==> config.mk <==
export PLATFORM = sky130hd
export DESIGN_NAME = ps2_receiver
export DESIGN_NICKNAME = d
export VERILOG_FILES = /design/src/rtl/ps2_receiver.sv
export SDC_FILE = /design/constraint.sdc
export NUM_CORES = 1
export LEC_CHECK = 0
export CAP_MARGIN = 25
export CORE_UTILIZATION = 55
export DETAILED_ROUTE_END_ITERATION = 6
export PLACE_DENSITY_LB_ADDON = 0.25
export SLEW_MARGIN = 15
export SYNTH_ARGS = -nofsm -noshare
export SYNTH_HDL_FRONTEND = slang
export SYNTH_SLANG_ARGS = --single-unit
==> constraint.sdc <==
create_clock -name clock -period 3.4 [get_ports clock]
set_input_delay 0.51 -clock clock [delete_from_list [all_inputs] [get_ports clock]]
set_output_delay 0.51 -clock clock [all_outputs]
set_load 0.01 [all_outputs]
==> src/rtl/ps2_receiver.sv <==
// PS/2 keyboard receiver: synchronizes the raw pins, deframes and validates 11-bit frames,
// buffers good bytes and presents them as one-cycle strobes spaced at least GAP cycles apart.
module ps2_receiver #(
  parameter int FIFO_DEPTH = 4,
  parameter int GAP        = 8,
  parameter int TIMEOUT    = 50000
) (
  input  logic       clock,
  input  logic       reset,
  input  logic       ps2_clock,
  input  logic       ps2_data,
  output logic       ps2_key_pressed,
  output logic [7:0] ps2_out,
  output logic       frame_error,
  output logic       fifo_overflow
);

  localparam int AW = $clog2(FIFO_DEPTH);
  localparam int CW = AW + 1;
  localparam int TW = $clog2(TIMEOUT + 1);
  localparam int GW = $clog2(GAP + 1);

  typedef enum logic [1:0] {IDLE, RECV, CHECK} state_t;

  logic clk_s1, clk_s2, clk_s3, dat_s1, dat_s2;
  logic fall;

  state_t state, state_nxt;
  logic [3:0]    bitcnt;
  logic [10:0]   shreg;
  logic [TW-1:0] idle_cnt;
  logic          timeout_err;
  logic          frame_valid;
  logic          in_check;

  logic [7:0]    mem [FIFO_DEPTH];
  logic [AW-1:0] wr_ptr, rd_ptr;
  logic [CW-1:0] count;
  logic          full, empty, push, pop;
  logic [GW-1:0] gap;

  // Bus idles high, so the sync chain resets to 1 to avoid a phantom fall edge.
  always_ff @(posedge clock) begin
    if (reset) begin
      clk_s1 <= 1'b1;
      clk_s2 <= 1'b1;
      clk_s3 <= 1'b1;
      dat_s1 <= 1'b1;
      dat_s2 <= 1'b1;
    end else begin
      clk_s1 <= ps2_clock;
      clk_s2 <= clk_s1;
      clk_s3 <= clk_s2;
      dat_s1 <= ps2_data;
      dat_s2 <= dat_s1;
    end
  end

  assign fall = clk_s3 & ~clk_s2;

  always_ff @(posedge clock) begin
    if (reset) state <= IDLE;
    else       state <= state_nxt;
  end

  always_comb begin
    state_nxt   = state;
    timeout_err = 1'b0;
    case (state)
      IDLE:  if (fall && !dat_s2) state_nxt = RECV;
      RECV: begin
        if (fall) begin
          if (bitcnt == 4'd10) state_nxt = CHECK;
        end else if (idle_cnt == TW'(TIMEOUT)) begin
          state_nxt   = IDLE;
          timeout_err = 1'b1;
        end
      end
      CHECK: state_nxt = IDLE;
      default: state_nxt = IDLE;
    endcase
  end

  // Frame shifts in from the top, so after 11 bits start sits at [0] and stop at [10].
  always_ff @(posedge clock) begin
    if (reset) begin
      bitcnt   <= '0;
      shreg    <= '0;
      idle_cnt <= '0;
    end else begin
      case (state)
        IDLE: begin
          idle_cnt <= '0;
          if (fall && !dat_s2) begin
            shreg  <= {1'b0, shreg[10:1]};
            bitcnt <= 4'd1;
          end
        end
        RECV: begin
          if (fall) begin
            shreg    <= {dat_s2, shreg[10:1]};
            bitcnt   <= bitcnt + 4'd1;
            idle_cnt <= '0;
          end else if (timeout_err) begin
            bitcnt   <= '0;
            idle_cnt <= '0;
          end else begin
            idle_cnt <= idle_cnt + TW'(1);
          end
        end
        default: bitcnt <= '0;
      endcase
    end
  end

  assign in_check      = (state == CHECK);
  assign frame_valid   = ~shreg[0] & shreg[10] & (^shreg[9:1]);
  assign full          = (count == CW'(FIFO_DEPTH));
  assign empty         = (count == '0);
  assign pop           = !empty && (gap == '0);
  assign push          = in_check && frame_valid && (!full || pop);
  assign fifo_overflow = in_check && frame_valid && full && !pop;
  assign frame_error   = (in_check && !frame_valid) || timeout_err;

  always_ff @(posedge clock) begin
    if (push) mem[wr_ptr] <= shreg[8:1];
  end

  always_ff @(posedge clock) begin
    if (reset) begin
      wr_ptr <= '0;
      rd_ptr <= '0;
      count  <= '0;
    end else begin
      if (push) wr_ptr <= wr_ptr + AW'(1);
      if (pop)  rd_ptr <= rd_ptr + AW'(1);
      case ({push, pop})
        2'b10:   count <= count + CW'(1);
        2'b01:   count <= count - CW'(1);
        default: count <= count;
      endcase
    end
  end

  // Presenter: the gap counter enforces strobe spacing for the pipeline's sampling.
  always_ff @(posedge clock) begin
    if (reset) begin
      gap             <= '0;
      ps2_out         <= 8'h00;
      ps2_key_pressed <= 1'b0;
    end else begin
      ps2_key_pressed <= pop;
      if (pop) begin
        ps2_out <= mem[rd_ptr];
        gap     <= GW'(GAP - 1);
      end else if (gap != '0) begin
        gap <= gap - GW'(1);
      end
    end
  end

endmodule
* Word level (Yosys, flattened, before mapping)
Memories as Yosys holds them, arrays and structs flattened. A register that Yosys moved wholly into a read port is not among the register bits.
Index checks and enable logic that the tools add are counted.
** Operators by class
- $add $sub $neg :: 7
- Eq/ne operators :: 12
- Muxes and demuxes :: 23
- Bitwise operators :: 5
- Reductions and logical operators :: 26
** Operators with widths (number)
- $mux 16 :: 2
- $pmux 16 s2 :: 1
- $mux 11 :: 2
- $pmux 11 s2 :: 1
- $add 16x1->16 const B :: 1
- $eq 16x16->1 const B :: 1
- $mux 4 :: 3
- $ne 3x3->1 const B :: 3
- $reduce_xor 9->1 :: 1
- $mux 2 :: 4
- $pmux 4 s2 :: 1
- $logic_and 1x1->1 :: 7
- $mux 3 :: 2
- $pmux 3 s2 :: 1
- $reduce_and 3->1 :: 2
- $reduce_bool 2->1 :: 3
- $logic_not 1->1 :: 5
- $mux 1 :: 5
- $add 2x1->2 const B :: 2
- $add 4x1->4 const B :: 1
- $eq 2x1->1 const B :: 2
- $eq 2x2->1 const B :: 2
- $eq 4x4->1 const B :: 1
- $logic_not 4->1 :: 1
- 14 further kinds :: 19
** Storage, ports and cells
- Input port bits :: 4
- Memories kept :: 1
- RAM bits :: 32
- Register bits :: 50
- Output and inout bits :: 11
- Logic and storage cells :: 89
** Memories
- mem :: depth 4, bits a word 8, rd ports 1, clocked after Yosys merged registers in 1, wr ports 1, RTL line 36 : logic [7:0] mem [FIFO_DEPTH];

* Logic depth before layout (Yosys ltp)
Gate-level depths: netlist of the first run.
- Depth in word-level cells :: 7
- Depth in mapped cells :: 10

* Worst setup path before layout of the first run
Ideal clock, no wire load.
- Kind :: register to register
- Start :: register shreg[5]
- End :: register count[2]
- Library setup time :: 123 ps
- Clock period less this slack :: 2482 ps
- Cell stages (with the launch flop) :: 9
- Buffers on the path :: 0
- Setup slack :: 918 ps
- Data required time :: 3277 ps
- Data arrival time :: 2359 ps
- Cells stage by stage :: dfxtp_1 > xor2_1 > xnor3_2 > mux2_4 > nand2_1 > fa_1 > and3_1 > a22oi_2 > mux2_1
** Between the ends
- Word-level cells in the longest chain between the ends :: 6
- Elaborated cells between the ends (all ways) :: 8
** Ends and longest elaborated chain
- start: declaration :: RTL line 30 : logic [10:0] shreg;
- start signal: assignment :: RTL line 95 : shreg <= {1'b0, shreg[10:1]};
- start signal: assignment :: RTL line 101 : shreg <= {dat_s2, shreg[10:1]};
- $reduce_xor 9->1 * :: RTL line 117 : assign frame_valid = ~shreg[0] & shreg[10] & (^shreg[9:1]);
- $and 1x1->1 * :: RTL line 117
- $logic_and 1x1->1 * (2 in a row) :: RTL line 121 : assign push = in_check && frame_valid && (!full || pop);
- $eq 2x1->1 or $eq 2x2->1 (tied branches) :: RTL line 137 : case ({push, pop})
- $pmux 3 s2 or $reduce_bool 2->1 (tied branches)
- end signal: assignment :: RTL line 138 : 2'b10: count <= count + CW'(1);
- end signal: assignment :: RTL line 139 : 2'b01: count <= count - CW'(1);
- end signal: assignment :: RTL line 140 : default: count <= count;
- end: declaration :: RTL line 38 : logic [CW-1:0] count;
Mark *: on every way between the ends. The rest lies on a longest branch, timed or not.
A chain may end at the register's enable or synchronous reset.

* Final worst setup path of the first run
- Start :: register shreg[4]
- End :: output port fifo_overflow
** Between the ends
- Word-level cells in the longest chain between the ends :: 5
** Ends and longest elaborated chain
- $reduce_xor 9->1 :: RTL line 117
- $and 1x1->1 :: RTL line 117
- $logic_and 1x1->1 (3 in a row) :: RTL line 122 : assign fifo_overflow = in_check && frame_valid && full && !pop;
- end: declaration :: RTL line 15 : output logic fifo_overflow
Every way passes these cells.

==> results.tsv, run 1 <==
stage	metric	value	unit
floorplanning	die width	86.8	µm
job	max-cap check violation count	0	
drt	via/cell ratio	5.21	
finish	final net count	385	
global_route	first-pass GRT wire length	11300	µm
place	pre-CTS WS	0.676	ns
power	maximum vdd drop	0.291	mV
synth	Mapped Cells	352	
global_route	vias in the first global route	2381	
drt	vias post-DR	2452	
synth	Mean Syn Cell Area	11.2	µm²
power	pwr dens	521	nW/µm²
clocking	Root Driver	clkbuf_8	
clocking	# resized after CTS	0	
floorplanning	Core ar.	6870	µm²
synth	Post-Syn Area	3950	µm²
clocking	clk_lat worst skew	0.36	ns
drt	DRT antenna net count	0	
synth	Post-synth EDFFs	32	
floorplanning	starting density of the core	0.575	
sta	Final min period	3.11	ns
synth	Seq cells post-synth	90	
finish	Finished Cell Area	4380	µm²
critical_path	CP Data Arrival Time	2.60	ns
clocking	clk slew on worst S/H paths	0.09	ns
synth	register area share after synthesis	0.537	
sta	Rel. slew slack	0.396	
drt	Routed WL	6490	µm
clocking	setup bufs post-CTS	0	
finish	Inserted Diodes	0	
synth	synth warn	0	
finish	commonest non-fill, non-tap cells in the layout	58 x dfxtp_1, 57 x nor2_1, 32 x edfxtp_1	
drt	wire per inst	13.8	µm
global_route	gr usage total	0.203	
critical_path	critical path launch point type	flop	
finish	most common cell after layout, fill and taps aside	dfxtp_1	
finish	share of cells above drive strength 1	0.117	
global_route	initial antenna violation count	0	
sta	Worst-Margin Slew	0.905	ns
floorplanning	site row count	30	
sta	fmax	322	MHz
synth	Distinct cells, synth	53	
clocking	H-tree Lvls	3	
hold_path	Hold WC Path Type	flop to flop	
finish	Fill cells	551	
place	HPWL Detailed	4440	µm
synth	Mapped Nets	367	
clocking	cts hold-fix bufs	0	
global_route	Remaining Overflow, GRT	0	
power	Leak	1.56	nW
sta	final hold viol count	0	
sta	Final period util	0.914	
outcome	run status	finished clean	
place	Placed Area	4190	µm²
synth	Most used DFF post-synth	dfxtp_1	
sta	Setup Skew	0.0103	ns
clocking	TritonCTS clock tree	done	
sta	Final Setup Violations	0	
place	GPL Wtd Cong	0.822	
sta	Slew Limit Fails	0	
place	port buffer count	14	
critical_path	Setup crit end kind	primary output	
global_route	largest net degree at the start of global routing	20	
critical_path	type of the worst setup path	flop to primary output	
sta	Final Worst Setup Slack	0.292	ns
finish	area added between synthesis and finish	10.8	%
floorplanning	die height	86.8	µm
drt	DRT iter0 DRCs	112	
drt	1st-pass router iterations	4	
floorplanning	DIE AREA	7530	µm²
critical_path	crit-path max FO	7	
clocking	number of buffers created by CTS	9	
clocking	Clock Tree Buf Depth	2	
clocking	Clock Sinks	90	
sta	RSZ-0062 raised after global routing	false	
sta	setup_tns	0	ns
synth	Synth async-reset ratio	0	
critical_path	Worst Path Required	2.89	ns
floorplanning	num ports	15	
drt	DRC	0	
worst paths after layout:
path                               start             to  slack [ns]  cells after the start
worst max register to register  shreg[4]       count[2]        0.78                      8
worst min register to register    dat_s1         dat_s2        0.42                      1
worst min-delay path              dat_s1         dat_s2        0.42                      1
worst max-delay path            shreg[4]  fifo_overflow        0.29                      5
report_power, final:
group	internal [mW]	switching, mW	leakage, nW
combinational	0.190	0.191	0.699
sequential	1.16	0.0583	0.766
clock	0.309	0.376	0.0936
total	1.66	0.625	1.56
critical path: stages (launching register included):
cell and delay (ns):
dfxtp_1 0.45, xor2_1 0.18, xnor3_2 0.51, mux2_4 0.35
nor3_1 0.19, clkdlybuf4s50_1 0.56
registers in the layout, indices dropped and copies added (netlist names), 2 cells and up:
| name | flops |
|---|---|
| idle_cnt | 16 |
| bitcnt | 4 |
| wr_ptr | 2 |
| rd_ptr | 2 |
| gap | 4 |
| mem | 32 |
| count | 3 |
| state | 2 |
| shreg | 11 |
| ps2_out | 8 |
per-layer routing:
metal	wire, µm	vias to the layer above	GRT usage
met3	177	6	0.0514
li1	-	1263	-
met1	3100	1150	0.257
met5	0	-	0
met2	3130	33	0.326
met4	87	0	0.100
synthesized netlist by cell type (all sizes together), types with 5 or more instances:
library cell | number | share of area
a211oi | 5 | 0.0095
a21oi | 17 | 0.022
and2 | 5 | 0.0079
clkbuf | 7 | 0.0067
dfxtp | 58 | 0.29
edfxtp | 32 | 0.24
ha | 10 | 0.032
inv | 12 | 0.011
mux2 | 5 | 0.015
mux2i | 13 | 0.037
mux4 | 8 | 0.046
nand2 | 31 | 0.029
nand3 | 8 | 0.010
nor2 | 57 | 0.054
nor3 | 8 | 0.010
or2 | 5 | 0.0079
xnor2 | 13 | 0.029
xor2 | 7 | 0.016
final cells by class:
cell class,instances,area [µm²],share of cell area
clock inverter,6,38.8,0.00886
tap,96,120,0.0274
inverter,12,45.0,0.0103
timing repair buffer,18,170,0.0389
multi-input combinational,239,1730,0.396
sequential,90,2120,0.485
clock buffer,10,149,0.0340
per-stage QoR:
stage | utilization | power (mW) | hold WS (ns) | cells
2_1_floorplan | - | 1.52 | 0.383 | 352
3_3_place_gp | 0.610 | 1.61 | 0.400 | 455
3_5_place_dp | 0.610 | 1.63 | 0.393 | 455
4_1_cts | 0.637 | 2.31 | 0.421 | 471
5_1_grt | 0.637 | 2.40 | 0.445 | 471
6_report | 0.637 | 2.28 | 0.417 | 471
cell families after synthesis:
family                   share of synthesized area
flip-flops                                   0.537
adder cells (fa/ha/maj)                     0.0367
AO/OA/AOI/OAI                               0.0624
buffers and inverters                       0.0247
XOR/XNOR                                    0.0627
multiplexers                                0.0978
AND/OR/NAND/NOR                              0.179
Note: power is estimated with default switching activity, not from simulation.
==> run 2: changes to the inputs <==
--- a/config.mk
+++ b/config.mk
@@ -9,6 +9,7 @@
 export CORE_UTILIZATION = 55
 export DETAILED_ROUTE_END_ITERATION = 6
 export PLACE_DENSITY_LB_ADDON = 0.25
+export REMOVE_ABC_BUFFERS = 1
 export SLEW_MARGIN = 15
 export SYNTH_ARGS = -nofsm -noshare
 export SYNTH_HDL_FRONTEND = slang
==> run 2 against run 1 <==
Compared with the run above: combinational power up 3%; setup slack worse by 0.033 ns; first-iteration DRC count down 8.9%; clock power up 15%; wire length up 3.9%; critical path depth unchanged; cell count up 0.42%; die area unchanged; hold slack worse by 0.0072 ns; final area up 1.0%; largest cell class unchanged; largest power group unchanged.
==> results.tsv, run 2 (synthesis gave the netlist of run 1 again) <==
stage	metric	value	unit	change
outcome	run status	finished clean		
power	Power Total	2.40	mW	+5.1%
critical_path	FF-to-FF Start	shreg[5]		
critical_path	crit path buf inv count	1		unchanged
clocking	H-tree Lvls	3		unchanged
power	sw power	0.633	mW	+1.3%
critical_path	CP max stage cell	clkdlybuf4s50_1		
job	max-cap check violation count	0		unchanged
power	maximum vdd drop	0.271	mV	-7.0%
finish	area added between synthesis and finish	11.9	%	
sta	RSZ-0062 raised after global routing	false		
finish	Inserted Diodes	0		unchanged
sta	Final min period	3.14	ns	+0.0329 ns
finish	most common cell after layout, fill and taps aside	dfxtp_1		
place	port buffer count	14		unchanged
hold_path	Hold WC Path Type	flop to flop		
critical_path	Crit path max-delay family	XOR/XNOR gates		
floorplanning	die height	86.8	µm	unchanged
power	Gate power share	0.164		-0.003
finish	max reg flops	32		unchanged
drt	via/cell ratio	5.34		+2.5%
sta	Worst-Margin Slew	0.730	ns	-0.175 ns
critical_path	CP Data Arrival Time	2.63	ns	+0.03 ns
power	Clk pwr share	0.329		+0.029
power	Leak	1.58	nW	+1.3%
finish	Multi-input gate area	1730	µm²	unchanged
critical_path	critical path launch point type	flop		
finish	Fill cells	570		+3.4%
critical_path	CP max stage delay	0.57	ns	about the same
floorplanning	DIE AREA	7530	µm²	unchanged
drt	DRC	0		unchanged
clocking	number of buffers created by CTS	9		unchanged
clocking	TritonCTS clock tree	done		
sta	final hold viol count	0		unchanged
finish	biggest regs	mem x32, idle_cnt x16, shreg x11		
clocking	setup bufs post-CTS	0		unchanged
clocking	Root Driver	clkbuf_8		
critical_path	r2r setup slk	0.75	ns	-0.03 ns
sta	Slew Limit Fails	0		unchanged
finish	final net count	387		+0.52%
floorplanning	site row count	30		unchanged
hold_path	Hold EP	dat_s2		
global_route	gr usage total	0.199		-0.00410
critical_path	cells on worst reg2reg path	8		unchanged
sta	setup_tns	0	ns	unchanged
global_route	largest net degree at the start of global routing	17		-15%
power	Switching Share	0.264		-0.00994
global_route	initial antenna violation count	0		unchanged
floorplanning	starting density of the core	0.575		unchanged
drt	DRT antenna net count	0		unchanged
critical_path	cell chain of the critical path	xor2_1 -> xnor3_2 -> mux2_4 -> nor3_1 -> clkdlybuf4s50_1		
sta	fmax	318	MHz	-1.0%
global_route	vias in the first global route	2427		+1.9%
clocking	cts hold-fix bufs	0		unchanged
finish	sequential standard cell area	2120	µm²	unchanged
power	Pint	1.77	mW	+6.6%
finish	share of cells above drive strength 1	0.117		-0.000622
finish	largest reg by FF count	mem		
power	sequential power share	0.507		-0.026
critical_path	type of the worst setup path	flop to primary output		
sta	Rel. slew slack	0.512		+0.116
clocking	Clock Tree Buf Depth	2		unchanged
floorplanning	num ports	15		unchanged
clocking	clk_lat worst skew	0.35	ns	about the same
drt	vias post-DR	2525		+3.0%
critical_path	Reg-to-Reg End	count[2]		
hold_path	hold path start	dat_s1		
clocking	Clock Sinks	90		unchanged
place	GPL Wtd Cong	0.802		-2.4%
global_route	first-pass GRT wire length	11300	µm	-0.12%
sta	Setup Skew	0.0122	ns	+0.00196 ns
clocking	# resized after CTS	0		unchanged
hold_path	hold depth	1		unchanged
drt	Routed WL	6740	µm	+3.9%
power	pwr dens	543	nW/µm²	+4.1%
finish	commonest non-fill, non-tap cells in the layout	58 x dfxtp_1, 57 x nor2_1, 32 x edfxtp_1		
critical_path	Worst Path Required	2.89	ns	about the same
critical_path	crit-path max FO	7		unchanged
drt	1st-pass router iterations	4		unchanged
sta	Final period util	0.924		+0.00967
sta	Final Setup Violations	0		unchanged
drt	wire per inst	14.3	µm	+3.4%
floorplanning	Core ar.	6870	µm²	unchanged
critical_path	Setup crit end kind	primary output		
clocking	clk slew on worst S/H paths	0.09	ns	about the same
finish	Layout Utilization	0.644		+0.00638
global_route	Remaining Overflow, GRT	0		unchanged
place	HPWL Detailed	4610	µm	+3.8%
drt	DRT iter0 DRCs	102		-8.9%
floorplanning	die width	86.8	µm	unchanged
[run 2: cell count changes in the layout (fill, tap and decap cells not counted), sizes merged]
cell,previous run,this run
buf,4,6
bufinv,0,2
clkinv,3,1
clkinvlp,2,1
inv,13,14
[run 2: layer usage]
metal / track usage / up-vias / wire (µm)
li1: - / 1267 / -
met1: 0.252 / 1204 / 3040
met2: 0.337 / 41 / 3370
met3: 0.0343 / 13 / 181
met4: 0.0879 / 0 / 149
met5: 0 / - / 0
[run 2: per-stage QoR]
stage               worst slack [ns]  cell area [µm²]  std cells  hold WS [ns]
global route                   0.119             4420        473         0.428
finish                         0.259             4420        473         0.410
CTS                            0.253             4420        473         0.415
detailed placement             0.655             4200        457         0.395
floorplan                      0.768             3900        341         0.383
global placement               0.658             4200        457         0.391
[run 2: cell type report]
class	count	share of cell area
sequential	90	0.480
tap	96	0.0272
multi-input combinational	239	0.392
timing repair buffer	20	0.0419
inverter	12	0.0102
clock inverter	6	0.0201
clock buffer	10	0.0289
[run 2: how the worst max path moves through the flow]
stage	start	to	cells after the start
final	shreg[5]	fifo_overflow	5
after global routing	shreg[5]	fifo_overflow	5
after CTS	shreg[5]	fifo_overflow	5
after detailed placement	shreg[5]	fifo_overflow	5
after global placement	shreg[5]	fifo_overflow	5
after floorplan	gap[0]	count[2]	9
[run 2: power groups by stage]
stage	sequential (mW)	clock (mW)	combinational [mW]
floorplan	1.24	0	0.273
global placement	1.24	0	0.376
detailed placement	1.24	0	0.391
CTS	1.22	0.799	0.396
global route	1.23	0.844	0.433
finish	1.22	0.790	0.392
